**src/rtl/hazard_pkg.sv**
```systemverilog
// Shared encodings for the pipeline hazard controller: result-source,
// forward-select codes and the memory wait-state FSM states.
package hazard_pkg;

   localparam logic [1:0] RESULT_LOAD = 2'b01;

   localparam logic [1:0] FWD_RF = 2'b00;
   localparam logic [1:0] FWD_W  = 2'b01;
   localparam logic [1:0] FWD_M  = 2'b10;

   typedef enum logic {
      RUN,
      MEMWAIT
   } state_e;

endpackage

```
**src/rtl/fwd_sel.sv**
```systemverilog
// Execute-stage operand forward select for one source register.
// A match in Memory is newer than one in Writeback, so it wins.
module fwd_sel
   import hazard_pkg::*;
(
   input  logic [4:0] rs_e_i,
   input  logic [4:0] rd_m_i,
   input  logic       regwrite_m_i,
   input  logic [4:0] rd_w_i,
   input  logic       regwrite_w_i,
   output logic [1:0] fwd_o
);

   always_comb begin
      fwd_o = FWD_RF;
      if (regwrite_m_i && (rd_m_i != 5'd0) && (rd_m_i == rs_e_i)) begin
         fwd_o = FWD_M;
      end else if (regwrite_w_i && (rd_w_i != 5'd0) && (rd_w_i == rs_e_i)) begin
         fwd_o = FWD_W;
      end
   end

endmodule

```
**src/rtl/hazard_controller.sv**
```systemverilog
// Stall/flush/forward generation for the five-stage core, with a bounded
// memory wait-state FSM and saturating stall/flush performance counters.
module hazard_controller
   import hazard_pkg::*;
#(
   parameter int unsigned MEM_TIMEOUT = 16,
   parameter int unsigned CNT_W       = 32
) (
   input  logic             clk,
   input  logic             rst,
   input  logic [4:0]       Rs1D,
   input  logic [4:0]       Rs2D,
   input  logic [4:0]       Rs1E,
   input  logic [4:0]       Rs2E,
   input  logic [4:0]       RdE,
   input  logic [1:0]       resultsrcE,
   input  logic             pcsrcE,
   input  logic [4:0]       RdM,
   input  logic [4:0]       RdW,
   input  logic             regwriteM,
   input  logic             regwriteW,
   input  logic             memreqM,
   input  logic             memackM,
   input  logic             clr_cnt,
   output logic             stallF,
   output logic             stallD,
   output logic             stallE,
   output logic             stallM,
   output logic             flushD,
   output logic             flushE,
   output logic             flushW,
   output logic [1:0]       forwardAE,
   output logic [1:0]       forwardBE,
   output logic             memerr,
   output logic [CNT_W-1:0] stall_cnt,
   output logic [CNT_W-1:0] flush_cnt
);

   localparam int unsigned      WC_W   = $clog2(MEM_TIMEOUT + 1);
   localparam logic [WC_W-1:0] WC_MAX = WC_W'(MEM_TIMEOUT);

   state_e                 state_q, state_d;
   logic [WC_W-1:0]        waitcnt_q, waitcnt_d;
   logic                   memerr_q, memerr_d;
   logic [CNT_W-1:0]       stall_cnt_q, stall_cnt_d;
   logic [CNT_W-1:0]       flush_cnt_q, flush_cnt_d;
   logic                   lwstall, mem_stall;
   logic [1:0]             fwd_a, fwd_b;

   fwd_sel u_fwd_a (
      .rs_e_i       (Rs1E),
      .rd_m_i       (RdM),
      .regwrite_m_i (regwriteM),
      .rd_w_i       (RdW),
      .regwrite_w_i (regwriteW),
      .fwd_o        (fwd_a)
   );

   fwd_sel u_fwd_b (
      .rs_e_i       (Rs2E),
      .rd_m_i       (RdM),
      .regwrite_m_i (regwriteM),
      .rd_w_i       (RdW),
      .regwrite_w_i (regwriteW),
      .fwd_o        (fwd_b)
   );

   // waitcnt is 0 in RUN, so the bound only bites once MEMWAIT has run its course
   assign lwstall   = (resultsrcE == RESULT_LOAD) && (RdE != 5'd0) &&
                      ((RdE == Rs1D) || (RdE == Rs2D));
   assign mem_stall = memreqM && !memackM && (waitcnt_q < WC_MAX);

   // Controls are forced idle while reset is asserted, independent of inputs.
   always_comb begin
      stallF    = 1'b0;
      stallD    = 1'b0;
      stallE    = 1'b0;
      stallM    = 1'b0;
      flushD    = 1'b0;
      flushE    = 1'b0;
      flushW    = 1'b0;
      forwardAE = FWD_RF;
      forwardBE = FWD_RF;
      if (rst) begin
         forwardAE = fwd_a;
         forwardBE = fwd_b;
         if (mem_stall) begin
            stallF = 1'b1;
            stallD = 1'b1;
            stallE = 1'b1;
            stallM = 1'b1;
            flushW = 1'b1;
         end else if (pcsrcE) begin
            flushD = 1'b1;
            flushE = 1'b1;
         end else if (lwstall) begin
            stallF = 1'b1;
            stallD = 1'b1;
            flushE = 1'b1;
         end
      end
   end

   always_comb begin
      state_d   = state_q;
      waitcnt_d = waitcnt_q;
      memerr_d  = memerr_q;
      unique case (state_q)
         RUN: begin
            waitcnt_d = '0;
            if (memreqM && !memackM) begin
               state_d   = MEMWAIT;
               waitcnt_d = WC_W'(1);
            end
         end
         MEMWAIT: begin
            if (memackM || !memreqM) begin
               state_d   = RUN;
               waitcnt_d = '0;
            end else if (waitcnt_q < WC_MAX) begin
               waitcnt_d = waitcnt_q + WC_W'(1);
            end else begin
               state_d   = RUN;
               waitcnt_d = '0;
               memerr_d  = 1'b1;
            end
         end
         default: begin
            state_d   = RUN;
            waitcnt_d = '0;
         end
      endcase
   end

   always_comb begin
      stall_cnt_d = stall_cnt_q;
      flush_cnt_d = flush_cnt_q;
      if (clr_cnt) begin
         stall_cnt_d = '0;
         flush_cnt_d = '0;
      end else begin
         if (stallD && (stall_cnt_q != '1)) stall_cnt_d = stall_cnt_q + CNT_W'(1);
         if (flushD && (flush_cnt_q != '1)) flush_cnt_d = flush_cnt_q + CNT_W'(1);
      end
   end

   always_ff @(posedge clk or negedge rst) begin
      if (!rst) begin
         state_q     <= RUN;
         waitcnt_q   <= '0;
         memerr_q    <= 1'b0;
         stall_cnt_q <= '0;
         flush_cnt_q <= '0;
      end else begin
         state_q     <= state_d;
         waitcnt_q   <= waitcnt_d;
         memerr_q    <= memerr_d;
         stall_cnt_q <= stall_cnt_d;
         flush_cnt_q <= flush_cnt_d;
      end
   end

   assign memerr    = memerr_q;
   assign stall_cnt = stall_cnt_q;
   assign flush_cnt = flush_cnt_q;

endmodule
```
**config.mk**
```make
export PLATFORM = sky130hd
export DESIGN_NAME = hazard_controller
export DESIGN_NICKNAME = d
export VERILOG_FILES = /design/src/rtl/hazard_pkg.sv /design/src/rtl/fwd_sel.sv /design/src/rtl/hazard_controller.sv
export SDC_FILE = /design/constraint.sdc
export NUM_CORES = 1
export LEC_CHECK = 0
export ABC_AREA = 1
export CORE_AREA = 2 2 102 104
export CTS_CLUSTER_DIAMETER = 150
export DETAILED_ROUTE_END_ITERATION = 10
export DIE_AREA = 0 0 104 106
export HOLD_SLACK_MARGIN = 0.06
export PLACE_DENSITY = 0.86
export REMOVE_ABC_BUFFERS = 1
export SETUP_SLACK_MARGIN = 0.2
export SLEW_MARGIN = 20
export SYNTH_ARGS = -nofsm -noshare
export SYNTH_HDL_FRONTEND = slang
export SYNTH_SLANG_ARGS = --single-unit
```
**constraint.sdc**
```tcl
create_clock -name clk -period 3.02 [get_ports clk]
set_clock_uncertainty 0.2 [all_clocks]
set_input_delay 0.302 -clock clk [delete_from_list [all_inputs] [get_ports clk]]
set_output_delay 0.302 -clock clk [all_outputs]
set_load 0.1 [all_outputs]
```
* Word level (Yosys, flattened, before mapping)
Cells that the tools add are included.
** Word-level totals
- Flip-flop bits (word level) :: 71
- Bits of input ports :: 45
- Output and inout port bits :: 76
- Word-level logic and storage cells :: 73
** Cells by class
- Equal/unequal tests :: 9
- Order comparisons :: 1
- Bitwise gates (word level) :: 3
- Add/subtract/negate cells :: 3
- Reduce and logical (&&, ||, !) cells :: 22
- Mux-type cells :: 30
** Operators by type and width (count)
- 2-to-1 mux 32 bit :: 4
- adder 32 x 1 -> 32 bit (second input constant) :: 2
- != test 32 bit (second input constant) :: 2
- == test 5 bit :: 6
- 2-to-1 mux 1 bit :: 18
- nonzero test 5 bit :: 3
- logical AND 1 bit :: 12
- 2-to-1 mux 5 bit :: 2
- one-hot mux 5 bit (2 select lines) :: 1
- 2-to-1 mux 2 bit :: 4
- adder 5 x 1 -> 5 bit (second input constant) :: 1
- < comparator 5 bit (second input constant) :: 1
- nonzero test 2 bit :: 2
- NOT 1 bit :: 3
- AND reduction 3 bit :: 1
- == test 2 x 1 -> 1 bit (second input constant) :: 1
- logical NOT 1 bit :: 2
- logical OR 1 bit :: 2
- one-hot mux 1 bit (2 select lines) :: 1

* Depth between registers and ports, before layout
- Depth after elaboration :: 10
- Gate-level depth with buffers :: 12

* Cells and area by module
Synthesis repeated with hierarchy kept, for this count alone.
** Unflattened totals
- Cell total of the unflattened synthesis :: 906
- Area total of the unflattened synthesis :: 5516.5 µm²
** Modules (own cells, without submodules)
- hazard_controller :: cells each 806, sequential area each 1776.7 µm², area each 5088.6 µm², times used 1
- fwd_sel :: cells each 50, sequential area each 0.0 µm², area each 214.0 µm², times used 2

* Least setup slack after synthesis
Ideal clock, no wire load.
- Kind :: input port to output port
- Start :: input memackM
- End :: output stallF
- Setup slack :: -0.667 ns
- Cell stages on the path :: 9
- Data arrival time :: 3.185 ns
- Cell sequence :: inv_1 nand2_1 nor2_1 inv_1 nor2_1 inv_1 nand2_2 buf_2 buf_4
** On the way
- Cells in the longest elaborated chain, start to end :: 5
** Ends and longest elaborated chain
- start: declaration :: RTL line hazard_controller.sv:23 : input logic memackM,
- logical NOT 1 bit :: RTL line hazard_controller.sv:71 : assign mem_stall = memreqM && !memackM && (waitcnt_q < WC_MAX);
- logical AND 1 bit (2 in series) :: RTL line hazard_controller.sv:71
- 2-to-1 mux 1 bit (2 in series)
- end: declaration :: RTL line hazard_controller.sv:25 : output logic stallF,
No other way between the ends.

* Worst setup path after layout
- Start :: register stall_cnt_q[0], in the netlist stall_cnt[0]
- End :: register stall_cnt_q[21], in the netlist stall_cnt[21]
** On the way
- Cells in the longest elaborated chain, start to end :: 3
** Ends and longest elaborated chain
- start: declaration :: RTL line hazard_controller.sv:45 : logic [CNT_W-1:0] stall_cnt_q, stall_cnt_d;
- start signal: assignment :: RTL line hazard_controller.sv:158 : stall_cnt_q <= stall_cnt_d;
- adder 32 x 1 -> 32 bit / != test 32 bit (equally long branches) :: RTL line hazard_controller.sv:142 : if (stallD && (stall_cnt_q != '1)) stall_cnt_d = stall_cnt_q + CNT_W'(1);
- 2-to-1 mux 32 bit / logical AND 1 bit (equally long branches) :: RTL line hazard_controller.sv:142
- 2-to-1 mux 32 bit / nonzero test 2 bit (equally long branches)
Parallel ways exist; a longest one is shown, timed or not. The select of a mux whose other input is x is not followed.
A chain may end at the register's enable or synchronous reset.

==> flow_summary.yaml <==
run_status:
  status: "finished clean"
yosys:
  seq_area_frac_synth: 0.329
  yosys-mux-area-fraction: 0
  synth.distinct_cells: 35
  syn_avg_cell_area_um2: 6.51
  synth_top_family_by_area: "simple AND/OR/NAND/NOR gates"
  synth_edf_count: 0
  synthXorXnorAreaFrac: 0.0649
  yosysMostFrequentCell: "nand2_1"
  yosys.area_share.simple: 0.455
  ys_warn_count: 0
  synthAdderAreaFrac: 0.00695
  ys_ff_latch: 71
  synth_compound_area_frac: 0.0429
  netlist.area_leader.share: 0.329
  synth_top_flop_cell: "dfrtp_1"
  synth_commonest_cells: "nand2_1 (245), nor2_1 (122), inv_1 (92), nand3_1 (79), dfrtp_1 (71)"
  syn_inst: 829
  synth.area.top_cells: "dfrtp_1 (33%), nand2_1 (17%), nor2_1 (8.5%)"
  synth_area_mm2: 0.00540
  yosysTopAreaCell: "dfrtp_1"
  async_reset_ff_frac: 1.00
power:
  vdd_ir_drop_max_v: 0.000200
  clkPwrFrac: 0.402
  p_leak_nw: 3.33
  p_comb_frac: 0.144
  pwr-share-seq: 0.455
  power.total_mw: 2.12
  swShare: 0.274
  switchingPower_mw: 0.580
  powerDensity_mw_per_mm2: 309
  intPower_mw: 1.54
route:
  wire_per_inst_um: 14.0
  drt_iter0_drc: 363
  vias_per_cell: 5.35
  vias: 5791
  ant_nets: 0
  drc: 0
  drtPass1Iterations: 5
  drt_wl_total_um: 15200
critical_path:
  ff2ff_setup_slack_ps: 610
  cp_top_family: "simple AND/OR/NAND/NOR gates"
  cp_num_buf_inv: 1
  path_cells: "ha_1 > nand2_1 > nor2_4 > inv_2 > nor2_4 > nand4_4 > nand2_4 > nand3_1 > nand2_1"
  critical_path.max_stage_delay_ps: 470
  rr_startpoint: "stall_cnt[0]$_DFFE_PN0P_"
  cp_slowest_cell: "dfrtp_1"
  path_class: "reg -> reg"
  critPathLaunchType: "flip-flop"
  cp_data_arrival_time_ps: 2500
  required_ps: 3110
  cp_max_fo: 32
  r2r_end: "stall_cnt[21]$_DFFE_PN0P_"
  r2r_cells: 9
  setup.worst_path.start: "stall_cnt[0]$_DFFE_PN0P_"
  end_kind: "flip-flop"
floorplan:
  fp.coreArea_mm2: 0.0100
  die-area_mm2: 0.0110
  ios: 121
  start_util: 0.540
  fp.dieW_um: 104
  dieHeight_um: 106
  core.rowCount: 37
global_route:
  antenna_found_initial: 0
  grt_pass1_vias: 5616
  grtUsageTotal: 0.287
  gr-total-overflow: 0
  grt_pass1_wl_um: 26100
  grt_max_degree: 70
clocking:
  cts_tree: "yes"
  cts_setup_buffers: 0
  insertion_delay_ps: 350
  clock_sinks: 71
  clock-root-buffer: "clkbuf_8"
  clkTransAtPathRegs_ps: 80
  h-tree-depth: 3
  cts_made_buffers: 9
  cts_buffer_depth: 2
timing:
  max_freq_mhz: 415
  fin_crit_sh: 0.799
  finalSetupViolCount: 0
  rsz0062_at_grt: "no"
  fin_crit_ps: 2410
  slew_viol_final: 0
  tightest_slew_ps: 865
  final-hold-violation-count: 0
  slew_headroom: 0.423
placed_design:
  gp_congestion: 0.995
  numPlacedInstances: 1066
  port_buffers: 120
  dpl.hpwl_um: 11500
layout:
  drive_above_1_share: 0.144
  areaGrowthSynthToFinish_pct: 26.8
  fin_nets: 990
  fin_cells: 1083
  diodes: 0
run:
  cap_violations: 0
worst_hold_path:
  worst_hold_path_type: "in -> async"
-- state kept, by name (all words and copies together), names as in the netlist --
| signal | count |
|---|---|
| state_q | 1 |
| memerr | 1 |
| stall_cnt | 32 |
| waitcnt_q | 5 |
| flush_cnt | 32 |
-- what timing repair did --
item,in CTS,in global routing
resized for setup,0,0
endpoints found under the hold margin,4,0
setup endpoints to repair,0,0
hold buffers,1,0
-- power groups by stage --
stage	registers, mW	logic [mW]	clock network [mW]
2_1_floorplan	1.00	0.129	0
3_3_place_gp	0.980	0.300	0
3_5_place_dp	0.980	0.304	0
4_1_cts	0.961	0.306	0.859
5_1_grt	0.962	0.329	0.906
6_report	0.962	0.304	0.850
-- cell type report --
cell class / instances / area, um^2
Fill cell: 915 / 3150
Multi-Input combinational cell: 629 / 3080
Sequential cell: 71 / 1780
Timing Repair Buffer: 128 / 1220
Inverter: 103 / 387
Tap cell: 136 / 170
Clock buffer: 11 / 131
Clock inverter: 5 / 82.6
-- placed cells by master (no fill, tap or decap), types with 4 or more instances in the layout --
cell,n
nand2_1,245
nor2_1,122
inv_1,91
nand3_1,79
buf_4,72
dfrtp_1,71
nand4_1,48
clkdlybuf4s50_1,43
xor2_1,28
o21ai_0,17
nor3_1,14
xnor2_1,12
inv_2,12
o21ai_1,12
buf_12,12
clkbuf_8,9
nor3b_1,6
or2_2,5
nor2_2,5
nor4_1,4
o21bai_1,4
a21o_1,4
-- cell families (layout without fill, tap and decap cells) --
family	count (synthesis)	after routing
adders and majority gates	3	3
xor gates and xnor gates	40	40
buffers and inverters	129	247
and+or+nand+nor	545	545
DFF	71	71
AOI/OAI and AO/OA	41	41
-- routing by layer --
| layer | vias up | GRT usage | wire length [um] |
|---|---|---|---|
| li1 | 2881 | - | - |
| met1 | 2664 | 0.358 | 6410 |
| met2 | 203 | 0.498 | 7440 |
| met3 | 43 | 0.0392 | 848 |
| met4 | 0 | 0.127 | 505 |
| met5 | - | 0 | 0 |
-- how the worst max path moves through the flow --
stage | cells after the start | endpoint | slack [ps]
floorplan | 10 | stall_cnt[0]$_DFFE_PN0P_ | -3640
global placement | 12 | flush_cnt[7]$_DFFE_PN0P_ | 600
detailed placement | 12 | stall_cnt[9]$_DFFE_PN0P_ | 580
CTS | 9 | stall_cnt[21]$_DFFE_PN0P_ | 590
global route | 9 | stall_cnt[22]$_DFFE_PN0P_ | 400
finish | 9 | stall_cnt[21]$_DFFE_PN0P_ | 610
-- per-stage QoR --
stage	util	hold slack [ps]	TNS [ps]	area (um^2)	setup WS (ps)
2_1_floorplan	-	-194	-128360	5240	-3640
3_3_place_gp	0.662	-74.5	0	6620	605
3_5_place_dp	0.662	-71.3	0	6620	579
4_1_cts	0.685	106	0	6850	595
5_1_grt	0.685	115	0	6850	403
6_report	0.685	119	0	6850	608
Note: power is estimated with default switching activity, not from simulation.
